<file path="src/rtl/if_fetch_pkg.sv">
// Shared types and constants for the instruction-fetch stage.
//   ADDR_W / INST_W : instruction address and word widths
//   NOP_INST_DEF    : bubble word shown when IF/ID is empty
//   RESET_PC_DEF    : default first fetch address
//   fetch_state_e   : FETCH (requesting) / HOLD (skid full, no requests)
//   pc_inc          : 16-bit modulo PC increment
package if_fetch_pkg;

  localparam int ADDR_W = 16;
  localparam int INST_W = 16;

  localparam logic [INST_W-1:0] NOP_INST_DEF = 16'h0800;
  localparam logic [ADDR_W-1:0] RESET_PC_DEF = 16'h0000;

  typedef enum logic {
    FETCH = 1'b0,
    HOLD  = 1'b1
  } fetch_state_e;

  // Wraps 16'hFFFF to 16'h0000.
  function automatic logic [ADDR_W-1:0] pc_inc(input logic [ADDR_W-1:0] pc);
    return pc + ADDR_W'(1);
  endfunction

endpackage

</file>
<file path="src/rtl/if_fetch_skid.sv">
// One-entry holding register for a fetched word that arrived while decode
// was stalled. It is loaded on the acknowledge edge and read back (unloaded)
// combinationally when the stall releases.
//   clk, rst   : clock, synchronous active-high reset
//   load       : capture load_pc / load_inst this edge
//   skid_pc    : held IF/ID PC (fetch address + 1)
//   skid_inst  : held instruction word
module if_skid
  import if_fetch_pkg::*;
(
  input  logic              clk,
  input  logic              rst,
  input  logic              load,
  input  logic [ADDR_W-1:0] load_pc,
  input  logic [INST_W-1:0] load_inst,
  output logic [ADDR_W-1:0] skid_pc,
  output logic [INST_W-1:0] skid_inst
);

  always_ff @(posedge clk) begin
    if (rst) begin
      skid_pc   <= '0;
      skid_inst <= '0;
    end else if (load) begin
      skid_pc   <= load_pc;
      skid_inst <= load_inst;
    end
  end

endmodule

</file>
<file path="src/rtl/if_fetch.sv">
// Instruction-fetch stage: PC generation, request/acknowledge with the
// instruction port of the memory controller, IF/ID output register, a
// one-entry skid for decode stalls and single-delay-slot branch redirect.
//   clk, rst        : clock, synchronous active-high reset
//   stall_i         : decode stall, IF/ID must not be replaced while high
//   branch_flag_i   : taken branch reported by decode (trusted on consume)
//   branch_addr_i   : branch target
//   mem_busy_i      : data side owns memory, suppresses the request
//   inst_req_o      : instruction read request
//   inst_addr_o     : instruction address (fetch_pc)
//   inst_ack_i      : read done, inst_data_i valid
//   inst_data_i     : fetched word
//   pc_o, inst_o    : IF/ID PC (address + 1) and instruction
//   valid_o         : IF/ID holds a real instruction
//   dbg_state       : current FSM state, for observation only
//
// Handshake: a read transfers on every rising edge where inst_req_o and
// inst_ack_i are both high. inst_addr_o is held constant from the first
// request cycle until that edge; an inst_ack_i while inst_req_o is low is
// ignored. On the decode side a word is consumed on every edge where
// valid_o is high and stall_i is low.
module if_fetch
  import if_fetch_pkg::*;
#(
  parameter logic [ADDR_W-1:0] RESET_PC = RESET_PC_DEF,
  parameter logic [INST_W-1:0] NOP_INST = NOP_INST_DEF
) (
  input  logic              clk,
  input  logic              rst,
  input  logic              stall_i,
  input  logic              branch_flag_i,
  input  logic [ADDR_W-1:0] branch_addr_i,
  input  logic              mem_busy_i,
  output logic              inst_req_o,
  output logic [ADDR_W-1:0] inst_addr_o,
  input  logic              inst_ack_i,
  input  logic [INST_W-1:0] inst_data_i,
  output logic [ADDR_W-1:0] pc_o,
  output logic [INST_W-1:0] inst_o,
  output logic              valid_o,
  output fetch_state_e      dbg_state
);

  fetch_state_e      state, state_next;
  logic [ADDR_W-1:0] fetch_pc, fetch_pc_next;
  logic              redir_pend, redir_pend_next;
  logic [ADDR_W-1:0] redir_addr, redir_addr_next;

  logic              ack, consume, slot_free, redirect;
  logic              skid_load;
  logic [ADDR_W-1:0] skid_pc;
  logic [INST_W-1:0] skid_inst;
  logic              ifid_load, ifid_clear;
  logic [ADDR_W-1:0] ifid_pc_next;
  logic [INST_W-1:0] ifid_inst_next;

  assign inst_req_o  = !rst && (state == FETCH) && !mem_busy_i;
  assign inst_addr_o = fetch_pc;
  assign ack         = inst_req_o && inst_ack_i;
  assign consume     = valid_o && !stall_i;
  assign slot_free   = !valid_o || !stall_i;
  // A stalled branch is re-presented by decode, so only consume cycles count.
  assign redirect    = consume && branch_flag_i;
  assign dbg_state   = state;

  if_skid u_skid (
    .clk       (clk),
    .rst       (rst),
    .load      (skid_load),
    .load_pc   (pc_inc(fetch_pc)),
    .load_inst (inst_data_i),
    .skid_pc   (skid_pc),
    .skid_inst (skid_inst)
  );

  always_comb begin
    state_next      = state;
    fetch_pc_next   = fetch_pc;
    redir_pend_next = redir_pend;
    redir_addr_next = redir_addr;
    skid_load       = 1'b0;
    ifid_load       = 1'b0;
    ifid_clear      = 1'b0;
    ifid_pc_next    = pc_inc(fetch_pc);
    ifid_inst_next  = inst_data_i;

    case (state)
      FETCH: begin
        if (ack) begin
          fetch_pc_next   = redir_pend ? redir_addr : pc_inc(fetch_pc);
          redir_pend_next = 1'b0;
          if (slot_free) begin
            ifid_load = 1'b1;
          end else begin
            skid_load  = 1'b1;
            state_next = HOLD;
          end
          // The word arriving now is the delay slot: jump straight away.
          if (redirect) fetch_pc_next = branch_addr_i;
        end else begin
          if (consume) ifid_clear = 1'b1;
          // Delay slot still outstanding: remember the target for its ack.
          if (redirect) begin
            redir_pend_next = 1'b1;
            redir_addr_next = branch_addr_i;
          end
        end
      end
      HOLD: begin
        if (!stall_i) begin
          ifid_load      = 1'b1;
          ifid_pc_next   = skid_pc;
          ifid_inst_next = skid_inst;
          state_next     = FETCH;
          // The skid holds the delay slot; fetch_pc already points past it.
          if (redirect) fetch_pc_next = branch_addr_i;
        end
      end
      default: state_next = FETCH;
    endcase
  end

  always_ff @(posedge clk) begin
    if (rst) begin
      state      <= FETCH;
      fetch_pc   <= RESET_PC;
      redir_pend <= 1'b0;
      redir_addr <= '0;
      pc_o       <= '0;
      inst_o     <= NOP_INST;
      valid_o    <= 1'b0;
    end else begin
      state      <= state_next;
      fetch_pc   <= fetch_pc_next;
      redir_pend <= redir_pend_next;
      redir_addr <= redir_addr_next;
      if (ifid_load) begin
        pc_o    <= ifid_pc_next;
        inst_o  <= ifid_inst_next;
        valid_o <= 1'b1;
      end else if (ifid_clear) begin
        // pc_o deliberately keeps the last consumed PC.
        inst_o  <= NOP_INST;
        valid_o <= 1'b0;
      end
    end
  end

endmodule

</file>
<file path="config.mk">
export PLATFORM = sky130hd
export DESIGN_NAME = if_fetch
export DESIGN_NICKNAME = d
export VERILOG_FILES = /design/src/rtl/if_fetch_pkg.sv /design/src/rtl/if_fetch_skid.sv /design/src/rtl/if_fetch.sv
export SDC_FILE = /design/constraint.sdc
export NUM_CORES = 1
export LEC_CHECK = 0
export CAP_MARGIN = 20
export CORE_MARGIN = 1.5
export CORE_UTILIZATION = 52
export CTS_CLUSTER_DIAMETER = 60
export DETAILED_ROUTE_END_ITERATION = 10
export GPL_TIMING_DRIVEN = 0
export HOLD_SLACK_MARGIN = 0.12
export PLACE_DENSITY = 0.8
export SLEW_MARGIN = 5
export SYNTH_ARGS = -nofsm -noshare
export SYNTH_HDL_FRONTEND = slang
export SYNTH_HIERARCHICAL = 1
export SYNTH_SLANG_ARGS = --single-unit
</file>
<file path="constraint.sdc">
create_clock -name clk -period 2.03 [get_ports clk]
set_input_delay 0.3045 -clock clk [delete_from_list [all_inputs] [get_ports clk]]
set_output_delay 0.3045 -clock clk [all_outputs]
set_load 0.01 [all_outputs]
</file>
======== Word level (Yosys, flattened, before mapping) ========
Cells that the tools add are included.
storage, ports and cells
  input port bits ......................... 38
  flip-flop bits (word level) ............. 99
  output and inout bits ................... 51
operators by class
  add/subtract/negate cells ............... 1
  equal/unequal tests ..................... 3
  reduce and logical (&&, ||, !) cells .... 15
  muxes and demuxes ....................... 28
  bitwise logic cells ..................... 2
operators by type and width
  cell                     number
  $mux W16                 11
  $pmux W16 S2             1
  $add A16 B1 Y16 const B  1
  $mux W1                  14
  $reduce_and A3 Y1        2
  $logic_and A1 B1 Y1      5
  $logic_not A1 Y1         4
  $ne A2 B2 Y1 const B     2
  $pmux W1 S2              2
  $reduce_bool A2 Y1       2
  $ne A2 B1 Y1 const B     1
  $not A1 Y1               2
  $reduce_and A2 Y1        1
  $logic_or A1 B1 Y1       1

======== Longest topological paths before layout ========
Gate-level depths: netlist (run 1).
  depth after elaboration ................. 8
  mapped depth ............................ 8

======== By module ========
The synthesis (run 1) kept the hierarchy.
by module, submodules not included
  module    cells each  seq. area each (µm²)  area an instance (µm²)  instances
  if_fetch  425         1341.3                3500.9                  1
  if_skid   103         640.6                 1163.6                  1

======== Worst setup path before layout (run 1) ========
OpenSTA, ideal clock, no wires.
  kind .................................... register to register
  from .................................... register fetch_pc[0] (netlist: inst_addr_o[0])
  to ...................................... register fetch_pc[12] (netlist: inst_addr_o[12])
  clock period less this slack ............ 1885 ps
  arrival ................................. 1793 ps
  required time ........................... 1938 ps
  buffers on the path ..................... 1
  stages on the path, launching flop included .. 7
  path slack .............................. 145 ps
  library setup time ...................... 92 ps
  cells stage by stage .................... dfxtp_1 > ha_1 > nand3_1 > clkbuf_1 > or4_1 > and2_1 > o32ai_1
on the way
  longest elaborated chain between the ends .. 5
RTL lines
  element                 RTL line            RTL
  from (decl)             if_fetch.sv:45      logic [ADDR_W-1:0] fetch_pc, fetch_pc_next;
  from (signal assigned)  if_fetch.sv:134     fetch_pc <= fetch_pc_next;
  $add A16 B1 Y16         if_fetch_pkg.sv:22  return pc + ADDR_W'(1);
  $mux W16                if_fetch.sv:90      fetch_pc_next = redir_pend ? redir_addr : pc_inc(fetch_pc);
  $mux W16                if_fetch.sv:99      if (redirect) fetch_pc_next = branch_addr_i;
  $mux W16                if_fetch.sv:89      if (ack) begin
  $pmux W16 S2            if_fetch.sv:87      case (state)
No other way between the ends. The select of a mux whose other input is x is not followed.
A chain may end at the register's enable or synchronous reset.

======== Worst setup path after layout (run 1) ========
  from .................................... register state (netlist: dbg_state)
  to ...................................... register u_skid.skid_pc[15]
on the way
  longest elaborated chain between the ends .. 6
RTL lines
  element                            RTL line             RTL
  from (decl)                        if_fetch.sv:44       fetch_state_e state, state_next;
  from (signal assigned)             if_fetch.sv:133      state <= state_next;
  $not A1 Y1 (no line)               n/a
  $logic_and A1 B1 Y1 (2 in series)  if_fetch.sv:57       assign inst_req_o = !rst && (state == FETCH) && !mem_busy_i;
  $logic_and A1 B1 Y1                if_fetch.sv:59       assign ack = inst_req_o && inst_ack_i;
  $mux W1                            if_fetch.sv:89
  $mux W1 *                          if_fetch.sv:87
  via skid_load                      if_fetch.sv:50       logic skid_load;
  to (signal assigned)               if_fetch_skid.sv:25  skid_pc <= load_pc;
  to (decl)                          if_fetch_skid.sv:16  output logic [ADDR_W-1:0] skid_pc,
Mark *: on every way through the listed nets, which the timed path passes. The rest lies on a longest branch.

==> results.toml, run 1 <==
[power]
power_uw = 3960
power_leakage_uw = 0.00226
ir_drop_mv = 0.499
pwr_density_cell_nw_per_um2 = 641

[hold_path]
hp-class = "primary input to register"

[synthesis]
netlist.area_leader.share_pct = 42.5
synth_nets = 567
synth-main-ff-cell = "dfxtp_1"
netlist_area_um2 = 4660
synth_seq_cells = 99
async_reset_ff_share_pct = 0
syn_inst = 528
yosysWarnings = 6
synth_area_leader_cell = "dfxtp_1"
yosysUniqueCellTypes = 62
synth.area.top_cells = "dfxtp_1 42%, mux2i_1 8.2%, nor2_1 5.3%"
synth.avg_cell_area_um2 = 8.83
synth_edf_count = 0
ys_seq_area_share_pct = 42.5

[floorplanning]
initial_core_util_pct = 53.5
dieWidth_um = 97.7
row_count = 34
fp.dieH_um = 97.7
ios = 89
die_area_um2 = 9550
core_area_um2 = 8720

[placed_design]
dpl_cell_area_um2 = 5680
gp_congestion = 0.872
port_buffers = 88
dp_hpwl_um = 9620

[worst_setup_path]
cp_max_fo = 9
cp.required_ps = 2270
critPathCaptureType = "register"
startpoint_type = "register"
worstPathArrival_ps = 2220
worstSetupPathType = "register to register"

[sta]
clock.fmax_mhz = 504
drv_slew = 0
worst_pin_slew_ps = 736
finalSetupTns_ps = 0
hold_violations = 0
setup_violations = 0
maxSlewHeadroom_pct = 50.9
period_needed_ps = 1980
period_share_pct = 97.7
finalClockSkew_ps = 9.61

[clock_tree]
clockBufferDepth = 2
cts_tree = "yes"
ctsHtreeMaxLevel = 3
cts.hold.buffers_added = 0
clock_latency_ps = 370
cts_root_buf = "clkbuf_8"
path_clk_slew_ps = 100
cts_made_buffers = 9
clkSinkCount = 99

[finish]
drive_gt1_share_pct = 14.8
final_nets = 672
area.growth.synth_to_final_pct = 32.5
finalCoreUtilization_pct = 70.9
fillers = 675
antennaDiodeCount = 0
fin_area_um2 = 6180

[detailed_routing]
wl_um = 14000
drt_pre_antenna_iters = 5
avgViaCountPerCell = 6.07
ant_nets = 0
drcViolationCount = 0
num_vias = 4519
drt-initial-drc-count = 288
wl_per_cell_um = 18.7

[flow_run]
max_cap_viol_count = 0

[run_status]
status = "completed"

[global_route]
overflow = 0
grt_use_total_pct = 28.6
grt_pass1_wl_um = 21900
grt_pass1_vias = 4381
grt_max_degree = 17
antenna_found_initial = 0
## worst max-delay path: stages, from the launching register on
cell and delay, ps:
dfxtp_4 390, or4b_4 610, nor2_4 130, buf_6 150, bufbuf_16 270, mux2i_1 210
nor2_1 80
## per-stage QoR
step	hold slack (ps)	setup WS, ps	cells
2_1_floorplan	377	145	528
3_3_place_gp	442	-674	724
3_5_place_dp	445	-732	724
4_1_cts	428	-164	745
5_1_grt	265	-24.5	745
6_report	253	46.4	745
## placed cells by master, fill, tap and decap left out, types with 4 or more instances in the layout
master           Yosys  final
o21ai_0             19     18
nor3_1               7      5
clkbuf_2             0      4
o221ai_1             4      4
o31ai_1              7      7
nand2_1             61     60
a211oi_1             5      5
nor4_1               5      4
a22oi_1             15     15
a31o_2               6      6
o211ai_1             6      6
a21oi_1             26     26
clkbuf_8             0      9
dfxtp_1             99     95
o21a_1               4      4
or2_2                4      4
mux2i_1             38     37
clkdlybuf4s50_1      0     85
nor2_1              66     64
xnor2_1              5      4
buf_4                3      7
buf_6                5      6
inv_1               12     12
nand2b_1             4      4
clkbuf_1            21     13
nand3_1             24     23
buf_2                4      5
buf_12               3      5
mux2_2              15     15
## layout make-up
cell class | count | area [µm²] | share of cell area (%)
Sequential cell | 99 | 1990 | 32.2
Tap cell | 108 | 135 | 2.19
Clock inverter | 6 | 114 | 1.84
Inverter | 14 | 52.6 | 0.850
Buffer | 34 | 235 | 3.81
Multi-Input combinational cell | 378 | 2500 | 40.5
Clock buffer | 9 | 124 | 2.00
Timing Repair Buffer | 97 | 1030 | 16.6
## path summary, 6_finish.rpt
path,from,to,slack [ps],cells past startpoint
min,rst,u_skid/skid_pc[13],250,2
max,dbg_state,u_skid/skid_pc[15],50,6
max reg2reg,dbg_state,u_skid/skid_pc[15],50,6
min reg2reg,redir_addr[4],redir_addr[4],460,2
## cell usage after synthesis, types with 6 or more instances
cell      instances
nand2_1          61
nand3_1          24
a21oi_1          26
nor3_1            7
o21ai_0          19
a31o_2            6
a22oi_1          15
o31ai_1           7
mux2_2           15
clkbuf_1         21
dfxtp_1          99
nor2_1           66
mux2i_1          38
inv_1            12
o211ai_1          6
## sequential cells by signal, summed over array words and instances, names as in the netlist
signal            count
valid_o               1
pc_o                 16
u_skid/skid_inst     16
redir_pend            1
inst_addr_o          16
u_skid/skid_pc       16
dbg_state             1
inst_o               16
redir_addr           16
## cells by family (layout without fill, tap and decap cells)
kind of cell / after synthesis / in the layout / share of synthesized area (%)
flip-flops: 99 / 99 / 42.5
multiplexers: 53 / 53 / 11.8
AO/OA/AOI/OAI: 125 / 125 / 19.1
buffers and inverters: 51 / 160 / 6.30
XOR/XNOR: 6 / 6 / 1.13
AND/OR/NAND/NOR: 193 / 193 / 18.9
adder cells (fa/ha/maj): 1 / 1 / 0.268
## routing by layer
| layer | global-route usage [%] | share of wire (%) | up-vias |
|---|---|---|---|
| met1 | 36.7 | 42 | 2186 |
| li1 | - | - | 2106 |
| met3 | 5.90 | 6.5 | 26 |
| met4 | 10.2 | 1.8 | 0 |
| met5 | 0 | 0 | - |
| met2 | 47.9 | 50 | 201 |
## power breakdown
part           switching, µW  total, µW  leakage [µW]  internal [µW]
Combinational            213        427       0.00135            215
Sequential              41.4       2010      0.000803           1970
Clock                    703       1520      0.000112            816
Total                    957       3960       0.00226           3000
## timing repair
action	4_1_cts	5_1_grt
gates cloned	2	0
setup endpoints to repair	91	67
pin swaps	1	4
resized for setup	18	32
setup buffers	4	3
Power figures use the tool's default switching activity.
==> inputs of run 2 (changes only) <==
CORE_ASPECT_RATIO = 1.2   (was unset)
==> results.toml, run 2 (synthesized netlist as in run 1, its figures left out) <==
[power]
swShare_pct = 25.3
p_seq_share_pct = 53.9
ir_drop_mv = 0.376
p_comb_share_pct = 11.2
internal-power_uw = 2790
power_leakage_uw = 0.00220
p_clk_share_pct = 34.9
pwr_density_cell_nw_per_um2 = 616
p_sw_uw = 947

[floorplanning]
ios = 89
row_count = 37
core_area_um2 = 8660
initial_core_util_pct = 53.9
die_area_um2 = 9550
dieWidth_um = 89.5
fp.dieH_um = 107

[sta]
worst_pin_slew_ps = 747
rsz0062_at_grt = "yes"
period_share_pct = 101
clock.fmax_mhz = 487
period_needed_ps = 2060
maxSlewHeadroom_pct = 49.7
finalClockSkew_ps = 11.4
fin_hold_ws_ps = 385
hold_violations = 0
fin_ws_ps = -25.4
drv_slew = 0
setup_violations = 1

[detailed_routing]
drt_pre_antenna_iters = 5
drcViolationCount = 0
avgViaCountPerCell = 5.79
drt-initial-drc-count = 255
num_vias = 4377
wl_per_cell_um = 17.6
ant_nets = 0
wl_um = 13300

[global_route]
grt_use_met2_pct = 48.2
busiest_layer = "met2"
grt_pass1_wl_um = 20900
use_met1_pct = 35.3
antenna_found_initial = 0
grt_pass1_vias = 4249
grtUsageMet3_pct = 5.47
overflow = 0
grt_max_degree = 17
grt_use_total_pct = 28.7

[worst_setup_path]
cp_max_fo = 10
worstPathArrival_ps = 2330
max_stage_delay_ps = 430
worstSetupPathType = "register to register"
cp.required_ps = 2310
startpoint_type = "register"
crit_path_top_delay_cell = "dfxtp_4"
crit_path_cell_trace = "ha_1 > nand3_1 > buf_4 > or4_1 > and2_1 > o32ai_1"
critPathCaptureType = "register"

[run_status]
violations = "setup timing"
status = "finished with violations"

[clock_tree]
clock_latency_ps = 370
cts_root_buf = "clkbuf_8"
cts.hold.buffers_added = 0
ctsHtreeMaxLevel = 3
clkSinkCount = 99
cts_tree = "yes"
clockBufferDepth = 2
cts_made_buffers = 9
path_clk_slew_ps = 100

[finish]
drive_gt1_share_pct = 14.2
final_nets = 673
finalCoreUtilization_pct = 70.1
final_cell_mix = "94 x dfxtp_1, 86 x clkdlybuf4s50_1, 65 x nor2_1"
fin_area_um2 = 6070
layout_commonest_cell = "dfxtp_1"
antennaDiodeCount = 0
area.growth.synth_to_final_pct = 30.1

[placed_design]
dpl_cell_area_um2 = 5690
gp_congestion = 0.877
port_buffers = 88
dp_hpwl_um = 9730

[flow_run]
max_cap_viol_count = 0

[hold_path]
hp-class = "primary input to register"
[run 2: changes by cell type in the layout (fill, tap and decap cells not counted), sizes merged]
cell	change
dlymetal6s2s	-2
bufinv	-2
clkinv	+4
inv	-1
clkinvlp	-1
bufbuf	-2
clkbuf	+6
dlygate4sd2	+2
clkdlybuf4s50	+1
buf	-3
[run 2: critical path: cells and delay by family (launching register included)]
| kind | cells | cell delay, ps |
|---|---|---|
| flops | 1 | 430 |
| fa+ha+maj | 1 | 230 |
| buf+inv | 1 | 230 |
| compound gates | 1 | 270 |
| simple gates | 3 | 810 |
[run 2: area by class of cell]
type,instances,area [µm²]
Inverter,14,52.6
Buffer,36,241
Fill cell,658,2590
Clock inverter,6,65.1
Clock buffer,10,138
Multi-Input combinational cell,378,2460
Tap cell,117,146
Timing Repair Buffer,96,973
Sequential cell,99,1990
[run 2: worst paths after layout]
path / start / to / slack, ps / cells past startpoint
min: rst / u_skid/skid_inst[15] / 380 / 2
max reg2reg: inst_addr_o[0] / inst_addr_o[12] / -30 / 6
max: inst_addr_o[0] / inst_addr_o[12] / -30 / 6
min reg2reg: redir_addr[5] / redir_addr[5] / 460 / 2
[run 2: through the flow]
stage,total power (µW),setup WS [ps],setup TNS (ps),std cells
after floorplan,2250,145,0,528
after global placement,2460,-588,-45850,733
after detailed placement,2470,-616,-49600,733
after CTS,3740,12.5,0,749
after global routing,3860,-111,-550,756
final,3740,-25.4,-25.4,756
[run 2: power by group through the flow]
stage	clock network [µW]	registers (µW)	logic (µW)
global route	1380	2020	452
CTS	1310	2010	409
global placement	0	2060	401
finish	1300	2020	419
detailed placement	0	2060	407
floorplan	0	2060	189
[run 2: per-layer routing]
metal / up-vias / wire (µm) / share of wire (%)
met5: - / 0 / 0
met4: 0 / 366 / 2.8
met3: 26 / 888 / 6.7
met2: 173 / 6650 / 50
met1: 2076 / 5390 / 41
li1: 2102 / - / -
[run 2: repair_timing]
action                                  4_1_cts  5_1_grt
gates resized for setup                      13       19
setup buffers                                 0        6
pin swaps                                     0        3
endpoints found under the setup margin       89       50
gates cloned                                  0        2
